## src/rtl/iot_event_pkg.sv

```systemverilog
// Shared definitions for the IoT event queue.
// Holds the change-code values, channel identifiers and the layout of
// the event record {ts, ch, code}, plus a small channel-rotation helper.
package iot_event_pkg;

    // Change codes carried in each 2-bit field of the detector word
    localparam logic [1:0] EV_NONE  = 2'b00;
    localparam logic [1:0] EV_RISE  = 2'b01;
    localparam logic [1:0] EV_FALL  = 2'b10;
    localparam logic [1:0] EV_FAULT = 2'b11;

    // Channel identifiers (field index inside the detector word)
    localparam int         NUM_CH    = 3;
    localparam logic [1:0] CH_LIGHTS = 2'd0;
    localparam logic [1:0] CH_PLUGS  = 2'd1;
    localparam logic [1:0] CH_TEMP   = 2'd2;

    // Event record layout, LSB first: code, then channel, then timestamp
    localparam int CODE_W   = 2;
    localparam int CH_W     = 2;
    localparam int CODE_LSB = 0;
    localparam int CH_LSB   = CODE_LSB + CODE_W;
    localparam int TS_LSB   = CH_LSB + CH_W;

    // Next channel in round-robin order, wrapping 2 -> 0
    function automatic logic [1:0] next_ch(input logic [1:0] c);
        return (c == CH_TEMP) ? CH_LIGHTS : c + 2'd1;
    endfunction

endpackage

```

## src/rtl/event_fifo.sv

```systemverilog
// First-word fall-through FIFO for event records.
// Ports:
//   clk, rst         clock, asynchronous active-low reset
//   push, push_data  write request and record (ignored when full)
//   pop              read request (ignored when empty)
//   head             oldest entry, forced to zero while empty
//   full, empty      occupancy flags
//   level            number of stored entries (0..DEPTH)
module event_fifo #(
    parameter int WIDTH = 20,
    parameter int DEPTH = 8,
    localparam int AW = $clog2(DEPTH)
) (
    input  logic             clk,
    input  logic             rst,
    input  logic             push,
    input  logic [WIDTH-1:0] push_data,
    input  logic             pop,
    output logic [WIDTH-1:0] head,
    output logic             full,
    output logic             empty,
    output logic [AW:0]      level
);

    localparam logic [AW-1:0] PTR_ONE = 1;
    localparam logic [AW:0]   LVL_ONE = 1;
    localparam logic [AW:0]   LVL_MAX = (AW+1)'(DEPTH);

    logic [WIDTH-1:0] mem [DEPTH];
    logic [AW-1:0]    wr_ptr_q, wr_ptr_d;
    logic [AW-1:0]    rd_ptr_q, rd_ptr_d;
    logic [AW:0]      level_q, level_d;
    logic             do_push, do_pop;

    always_comb begin
        empty    = (level_q == '0);
        full     = (level_q == LVL_MAX);
        do_push  = push && !full;
        do_pop   = pop && !empty;
        wr_ptr_d = do_push ? wr_ptr_q + PTR_ONE : wr_ptr_q;
        rd_ptr_d = do_pop  ? rd_ptr_q + PTR_ONE : rd_ptr_q;
        level_d  = level_q;
        case ({do_push, do_pop})
            2'b10:   level_d = level_q + LVL_ONE;
            2'b01:   level_d = level_q - LVL_ONE;
            default: level_d = level_q;
        endcase
    end

    always_ff @(posedge clk or negedge rst) begin
        if (!rst) begin
            wr_ptr_q <= '0;
            rd_ptr_q <= '0;
            level_q  <= '0;
        end else begin
            wr_ptr_q <= wr_ptr_d;
            rd_ptr_q <= rd_ptr_d;
            level_q  <= level_d;
        end
    end

    // Storage carries no reset; stale contents are masked by 'empty'
    always_ff @(posedge clk) begin
        if (do_push) begin
            mem[wr_ptr_q] <= push_data;
        end
    end

    assign head  = empty ? '0 : mem[rd_ptr_q];
    assign level = level_q;

endmodule

```

## src/rtl/iot_event_queue.sv

```systemverilog
// Timestamps change events from the IoT change detector, arbitrates
// simultaneous events round-robin and queues them as records.
// Ports:
//   clk, rst   clock, asynchronous active-low reset
//   data       three 2-bit change codes (lights, plugs, temperature)
//   ev_data    head record {ts, ch, code}; ev_valid flags it, ev_ready pops it
//   level      queue occupancy
//   drop_cnt   saturating count of events lost to a busy pending slot
//   overflow   sticky flag, set on the first lost event
module iot_event_queue
    import iot_event_pkg::*;
#(
    parameter int DEPTH  = 8,
    parameter int TS_W   = 16,
    parameter int DROP_W = 8
) (
    input  logic                     clk,
    input  logic                     rst,
    input  logic [5:0]               data,
    output logic [TS_W+3:0]          ev_data,
    output logic                     ev_valid,
    input  logic                     ev_ready,
    output logic [$clog2(DEPTH):0]   level,
    output logic [DROP_W-1:0]        drop_cnt,
    output logic                     overflow
);

    localparam logic [TS_W-1:0] TS_ONE = 1;

    logic [TS_W-1:0]                   ts_q, ts_d;
    logic [NUM_CH-1:0]                 pending_q, pending_d;
    logic [NUM_CH-1:0][CODE_W-1:0]     slot_code_q, slot_code_d;
    logic [NUM_CH-1:0][TS_W-1:0]       slot_ts_q, slot_ts_d;
    logic [1:0]                        rr_q, rr_d;
    logic [DROP_W-1:0]                 drop_cnt_q, drop_cnt_d;
    logic                              overflow_q, overflow_d;

    logic [NUM_CH-1:0][CODE_W-1:0]     code_w;
    logic [NUM_CH-1:0]                 granted, load, drop_hit;
    logic                              grant_vld;
    logic [1:0]                        grant_ch, cand;
    logic [DROP_W:0]                   drop_sum;
    logic [TS_W+3:0]                   push_data;
    logic                              fifo_full, fifo_empty;

    // Round-robin search from rr; no grant while the queue is full so a
    // pending event simply waits in its slot for a free entry.
    always_comb begin
        grant_vld = 1'b0;
        grant_ch  = rr_q;
        cand      = rr_q;
        for (int k = 0; k < NUM_CH; k++) begin
            if (!grant_vld && !fifo_full && pending_q[cand]) begin
                grant_vld = 1'b1;
                grant_ch  = cand;
            end
            cand = next_ch(cand);
        end
    end

    // Per-channel capture. A granted slot empties this edge, so a new
    // event on that channel may reload it instead of being dropped.
    genvar gi;
    generate
        for (gi = 0; gi < NUM_CH; gi++) begin : g_ch
            assign code_w[gi]    = data[CODE_W*gi +: CODE_W];
            assign granted[gi]   = grant_vld && (grant_ch == 2'(gi));
            assign load[gi]      = (code_w[gi] != EV_NONE) && (!pending_q[gi] || granted[gi]);
            assign drop_hit[gi]  = (code_w[gi] != EV_NONE) && pending_q[gi] && !granted[gi];
            assign pending_d[gi] = load[gi] || (pending_q[gi] && !granted[gi]);
        end
    endgenerate

    always_comb begin
        slot_code_d = slot_code_q;
        slot_ts_d   = slot_ts_q;
        for (int i = 0; i < NUM_CH; i++) begin
            if (load[i]) begin
                slot_code_d[i] = code_w[i];
                slot_ts_d[i]   = ts_q;
            end
        end
        ts_d       = ts_q + TS_ONE;
        rr_d       = grant_vld ? next_ch(grant_ch) : rr_q;
        // Several channels can collide on one edge; count each loss
        drop_sum   = {1'b0, drop_cnt_q} + (DROP_W+1)'($countones(drop_hit));
        drop_cnt_d = drop_sum[DROP_W] ? {DROP_W{1'b1}} : drop_sum[DROP_W-1:0];
        overflow_d = overflow_q || (|drop_hit);
        push_data  = {slot_ts_q[grant_ch], grant_ch, slot_code_q[grant_ch]};
    end

    always_ff @(posedge clk or negedge rst) begin
        if (!rst) begin
            ts_q        <= '0;
            pending_q   <= '0;
            slot_code_q <= '0;
            slot_ts_q   <= '0;
            rr_q        <= '0;
            drop_cnt_q  <= '0;
            overflow_q  <= 1'b0;
        end else begin
            ts_q        <= ts_d;
            pending_q   <= pending_d;
            slot_code_q <= slot_code_d;
            slot_ts_q   <= slot_ts_d;
            rr_q        <= rr_d;
            drop_cnt_q  <= drop_cnt_d;
            overflow_q  <= overflow_d;
        end
    end

    event_fifo #(
        .WIDTH (TS_W + 4),
        .DEPTH (DEPTH)
    ) u_fifo (
        .clk       (clk),
        .rst       (rst),
        .push      (grant_vld),
        .push_data (push_data),
        .pop       (ev_ready),
        .head      (ev_data),
        .full      (fifo_full),
        .empty     (fifo_empty),
        .level     (level)
    );

    assign ev_valid = !fifo_empty;
    assign drop_cnt = drop_cnt_q;
    assign overflow = overflow_q;

endmodule

```

## config.mk

```make
export PLATFORM = sky130hd
export DESIGN_NAME = iot_event_queue
export DESIGN_NICKNAME = d
export VERILOG_FILES = /design/src/rtl/iot_event_pkg.sv /design/src/rtl/event_fifo.sv /design/src/rtl/iot_event_queue.sv
export SDC_FILE = /design/constraint.sdc
export NUM_CORES = 1
export LEC_CHECK = 0
export BUFFER_PORTS_ARGS = -buffer_cell sky130_fd_sc_hd__buf_2
export CORE_MARGIN = 1.5
export CORE_UTILIZATION = 55
export DETAILED_ROUTE_END_ITERATION = 6
export PLACE_DENSITY = 0.72
export RECOVER_POWER = 50
export SYNTH_ARGS = -nofsm -noshare
export SYNTH_HDL_FRONTEND = slang
export SYNTH_SLANG_ARGS = --single-unit
```

## constraint.sdc

```tcl
create_clock -name clk -period 9 [get_ports clk]
set_input_delay 1.8 -clock clk [delete_from_list [all_inputs] [get_ports clk]]
set_output_delay 1.8 -clock clk [all_outputs]
set_load 0.005 [all_outputs]
```

Yosys cells after proc, flatten, opt, wreduce, memory -nomap -nowiden
Memory sizes are Yosys's and may differ from the RTL's.
Cells that the tools add are included.
Storage, ports and cells
  bits of input ports: 9
  bits in registers: 94
  memories kept: 1
  memory bits (writable): 160
  latch bits: 0
  output and inout port bits: 34
  bits in read-only memories: 0
Cells by class
  shift operators: 0
  reduce and logical (&&, ||, !) cells: 46
  mux-type cells: 23
  $add $sub $neg: 11
  multipliers: 0
  equality and inequality tests: 7
  $lt $le $gt $ge: 4
  divide/modulo/power cells: 0
  bitwise gates (word level): 0
Memory list
  u_fifo.mem: depth 8, width 20, read ports 1, clocked after Yosys merged registers in 0, write ports 1, line event_fifo.sv:29  | logic [WIDTH-1:0] mem [DEPTH];
Operator list (count)
  $bmux 16 s2: 1
  $logic_and 1x1->1: 22
  $mux 20: 1
  $add 16x1->16 const B: 1
  $mux 16: 1
  $lt 2x3->1 const B: 4
  $mux 2: 6
  $logic_not 1->1: 10
  $add 8x3->9: 1
  $eq 2x2->1 const B: 4
  $mux 1: 8
  $mux 8: 1
  $pmux 4 s2: 1
  $reduce_bool 2->1: 4
  $logic_or 1x1->1: 7
  $add 2x1->2 const B: 3
  $add 3x1->3 const B: 2
  $bmux 1 s2: 3
  $add 4x1->4 const B: 1
  $bmux 2 s2: 1
  $eq 2x1->1 const B: 2
  $eq 4x4->1 const B: 1
  $logic_not 4->1: 1
  $sub 4x1->4 const B: 1
  4 further kinds: 4

Depth between registers and ports, before layout
  depth in word-level cells: 20
  gate-level depth with buffers: 13

Cells and area by module
From an unflattened synthesis, not the netlist that was laid out.
Unflattened totals
  cells, all modules: 628
  area, all modules: 10749.1 um^2
By module, submodules not included
  event_fifo: seq. area each 5054.8 um^2, times used 1, cells an instance 316, area each 6716.4 um^2
  iot_event_queue: seq. area each 2102.0 um^2, times used 1, cells an instance 312, area each 4032.6 um^2

Least setup slack after synthesis
Ideal clock, no wire load.
  path type: input-to-reg
  from: input port data[1]
  to: register drop_cnt_q[7] (netlist: drop_cnt[7])
  slack: 5.166 ns
  stages: 9
  setup time: 0.125 ns
  buffers on the path: 0
  arrival time: 3.709 ns
  cell sequence: nor2_1 > or2_2 > fa_1 > inv_1 > ha_1 > fa_1 > nand2_1 > nand2_1 > mux2_2
Between the ends
  cells in the longest elaborated chain, start to end: 7
RTL lines
  start: declaration: line iot_event_queue.sv:19  | input logic [5:0] data,
  $reduce_bool 2->1: line iot_event_queue.sv:69  | assign drop_hit[gi] = (code_w[gi] != EV_NONE) && pending_q[gi] && !granted[gi];
  $logic_and 1x1->1 (2 in a row): line iot_event_queue.sv:69
  $add 1x1->2 (implied by the code): line iot_event_queue.sv:86  | drop_sum = {1'b0, drop_cnt_q} + (DROP_W+1)'($countones(drop_hit));
  $add 2x1->3 (implied by the code): line iot_event_queue.sv:86
  $add 8x3->9: line iot_event_queue.sv:86
  $mux 8: line iot_event_queue.sv:87  | drop_cnt_d = drop_sum[DROP_W] ? {DROP_W{1'b1}} : drop_sum[DROP_W-1:0];
  named net drop_cnt_d[7]: line iot_event_queue.sv:35  | logic [DROP_W-1:0] drop_cnt_q, drop_cnt_d;
  end signal: assignment: line iot_event_queue.sv:107  | drop_cnt_q <= drop_cnt_d;
  end: declaration: line iot_event_queue.sv:35
The timed path passes the listed nets, and every way through them passes these cells.
A chain may end at the register's enable or synchronous reset.

Final worst setup path
  from: register u_fifo.level_q[0] (netlist: u_fifo.level[0])
  to: memory u_fifo.mem[4][13], data pin
Between the ends
  cells in the longest elaborated chain, start to end: 14
  elaborated cells on any way between the ends: 15
  those cells by class: eq/ne (1); mux (6); reduce/logical (8)
RTL lines
  start: declaration: line event_fifo.sv:32  | logic [AW:0] level_q, level_d;
  start signal: assignment: line event_fifo.sv:58  | level_q <= level_d;
  $eq 4x4->1 *: line event_fifo.sv:37  | full = (level_q == LVL_MAX);
  $logic_not 1->1 *: line iot_event_queue.sv:53  | if (!grant_vld && !fifo_full && pending_q[cand]) begin
  $logic_and 1x1->1: line iot_event_queue.sv:53
  $mux 1: line iot_event_queue.sv:53
  $logic_not 1->1: line iot_event_queue.sv:53
  $logic_and 1x1->1 (2 in a row): line iot_event_queue.sv:53
  $mux 1: line iot_event_queue.sv:53
  $logic_not 1->1: line iot_event_queue.sv:53
  $logic_and 1x1->1 (2 in a row): line iot_event_queue.sv:53
  $mux 2 *: line iot_event_queue.sv:53
  named net grant_ch[1]: line iot_event_queue.sv:41  | logic [1:0] grant_ch, cand;
  $bmux 16 s2 *: line iot_event_queue.sv:89  | push_data = {slot_ts_q[grant_ch], grant_ch, slot_code_q[grant_ch]};
  $mux 16 (implied by the code) *: line iot_event_queue.sv:89
  named net push_data[13]: line iot_event_queue.sv:43  | logic [TS_W+3:0] push_data;
  end: declaration: line event_fifo.sv:29
Mark *: on every way through the listed nets, which the timed path passes. The rest lies on a longest branch. The select of a mux whose other input is x is not followed.

==> run metrics <==
vias in the first global route=6107; Initial DRC Count=390; DR top layer=met4; unique cell type count in the Yosys netlist=46; sequential area share after synthesis=67.5%; Compound-Gate Fraction of Synth Area=3.41%; GP Congestion=0.759; post-CTS resize count=0; Primary FF master, synth=edfxtp_1; Root Driver=clkbuf_16; clock skew=0.0140 ns; post-DP HPWL=12100 um; TritonRoute pass-1 iters=4; Post-synth EDFFs=160; layout cells sized above 1=21.6%; effective utilization at floorplan=56.5%; I/O pin count=43; pin count of the biggest net entering global routing=77; Die Ht=142 um; Synth warnings=0; FFs w/ async S/R, synth=37.0%; Avg Cell Area, Syn=16.1 um^2; Fillers=1340; final setup fails=0; commonest cells after routing, fill and taps aside=edfxtp_1 (160), dfrtp_1 (93), nand2_1 (48); Hold WS=0.477 ns; Num CTS Buffers=26; Die W=142 um; Hold Crit Class=reg2reg; area grow syn2layout=11.8%; max-slew violations=122; GRT overflow=0; Clock transition at path regs=0.06 ns; critical path class=reg2reg; setup TNS=0 ns; commonest non-fill, non-tap cell in the layout=edfxtp_1; mux contribution to synthesized area=15.8%; relative slew slack=-15.8%; CTS tree=yes; status=finished with violations; fin crit share=55.5%; leakage dissipation=0.00465 uW; Worst-Margin Slew=1.74 ns; fmax=200 MHz; adder-cell share of the synthesized area=1.51%; largest family of logic cells by synthesized area=multiplexers; CTS Sinks=254; cts hold-fix bufs=0; clock latency on the worst-skew pair=0.53 ns; Total Wirelength=20700 um; routed length on met3=1000 um; Antenna Nets Post-Route=0; Global Route Usage Sum=21.3%; WL met2=10500 um; Crit Path Max Fanout=37; first-pass GRT wire length=32800 um; Post-Synth XOR/XNOR Area=2.07%; post-layout minimum cycle time=5.00 ns; core outline area=18800 um^2; CP arrival=5.09 ns; nets=734; failing checks=max-capacitance violations, max-slew violations; setup bufs post-CTS=0; Net Count, Synth=679; clk buf depth=3; initial antenna violation count=0; cell count after synthesis=659; # port buffers=42; Crit path required time=9.10 ns; via count=5854; Metal-1 WL=8800 um; WL per Instance=21.5 um; Remaining DRCs=0; Site Rows=50; worst vdd ir=0.230 mV; Hold Vio Cnt, Final=0; Vias/cell=6.07; Worst setup SP type=register; PwrDens=380 nW/um^2; Synth Area in Simple Gates=7.12%; die area=20100 um^2; crit path capture type=register; Synth Register Bits=254; max_cap viols=6; RSZ-0062 raised after global routing=no; Mapped Area=10600 um^2; ANT cells=0; H-tree levels=1
-- power by group --
part | total (uW) | switching (uW) | internal (uW)
registers | 1890 | 142 | 1750
logic | 1610 | 954 | 652
clock network | 1010 | 413 | 594
total | 4500 | 1510 | 2990
-- per-layer routing --
layer / GRT usage, % / vias to the layer above
li1: - / 2596
met1: 28.3 / 3071
met2: 37.3 / 153
met3: 3.27 / 34
met4: 5.32 / 0
met5: 0 / -
-- synthesized netlist by cell type (2+ instances only) --
library cell / number / share of area [%]
nand4_1: 18 / 1.1
nor3_1: 3 / 0.14
xnor2_1: 15 / 1.2
nand2b_1: 5 / 0.30
o21bai_1: 2 / 0.14
xor2_1: 10 / 0.83
clkbuf_1: 14 / 0.50
and3_1: 4 / 0.24
nand2_1: 48 / 1.7
fa_1: 3 / 0.57
and4_1: 2 / 0.17
and2_1: 3 / 0.18
o21ai_2: 2 / 0.17
buf_2: 12 / 0.57
inv_1: 28 / 0.99
nand3_1: 11 / 0.52
mux2_1: 29 / 3.1
nor2_1: 37 / 1.3
edfxtp_1: 160 / 45
a22o_1: 7 / 0.58
a21oi_1: 6 / 0.28
dfrtp_1: 94 / 22
nand4bb_1: 3 / 0.32
mux4_2: 40 / 8.5
mux2i_1: 22 / 2.1
buf_6: 2 / 0.21
a21o_1: 3 / 0.21
inv_2: 2 / 0.071
o21ai_0: 4 / 0.19
nor2b_1: 7 / 0.41
buf_1: 4 / 0.14
o221ai_1: 18 / 1.5
or2_2: 2 / 0.12
mux2_2: 20 / 2.1
ha_1: 8 / 0.94
-- critical path, stage by stage (launching register included) --
cell and delay, ns:
dfrtp_1 0.44, nor4b_1 1.09, a21oi_1 0.11, nor2_2 0.14, clkbuf_1 1.26, inv_1 0.63, nand3_4 0.42, o221ai_1 0.46
-- path summary, 6_finish.rpt --
path                            startpoint            endpoint  slack, ns  cells past startpoint
hold / removal                    overflow            overflow       0.48                      1
min in group asynchronous              rst       slot_ts_q[19]       1.44                      1
setup / recovery           u_fifo.level[0]   u_fifo.mem[4][13]       4.00                      7
hold reg to reg                   overflow            overflow       0.48                      1
setup reg to reg           u_fifo.level[0]   u_fifo.mem[4][13]       4.00                      7
max in group asynchronous              rst  u_fifo.rd_ptr_q[0]       5.96                      2
-- per-stage QoR --
stage                     power, uW  setup slack [ns]  instance area (um^2)  cells  util [%]
final                          4500              4.00                 11800    964      63.1
after global routing           4750              3.73                 11800    964      63.1
after CTS                      4570              4.57                 11900    964      63.5
after detailed placement       3550              4.90                 11100    920      59.2
after global placement         3470              4.97                 11100    920      59.2
after floorplan                2990              5.17                 10600    659         -
-- layout make-up --
type	count	area, um^2	share of cell area [%]
Sequential cell	254	7160	60.4
Clock inverter	3	25.0	0.211
Inverter	30	113	0.951
Timing Repair Buffer	60	303	2.56
Clock buffer	41	787	6.65
Tap cell	234	293	2.47
Multi-Input combinational cell	342	3160	26.7
-- flip-flops by register name, indices dropped and copies added, names as in the netlist --
register and count:
u_fifo.rd_ptr_q 3, overflow 1, u_fifo.wr_ptr_q 3, ts_q 16, rr_q 2, u_fifo.mem 160, slot_ts_q 48, drop_cnt 8
slot_code_q 6, u_fifo.level 4, pending_q 3
-- kinds of logic after synthesis --
kind of cell	after synthesis
xor+xnor	25
simple gates	149
compound gates	46
fa+ha+maj	11
buf+inv	63
mux	111
flops	254
Note: power is estimated with default switching activity, not from simulation.
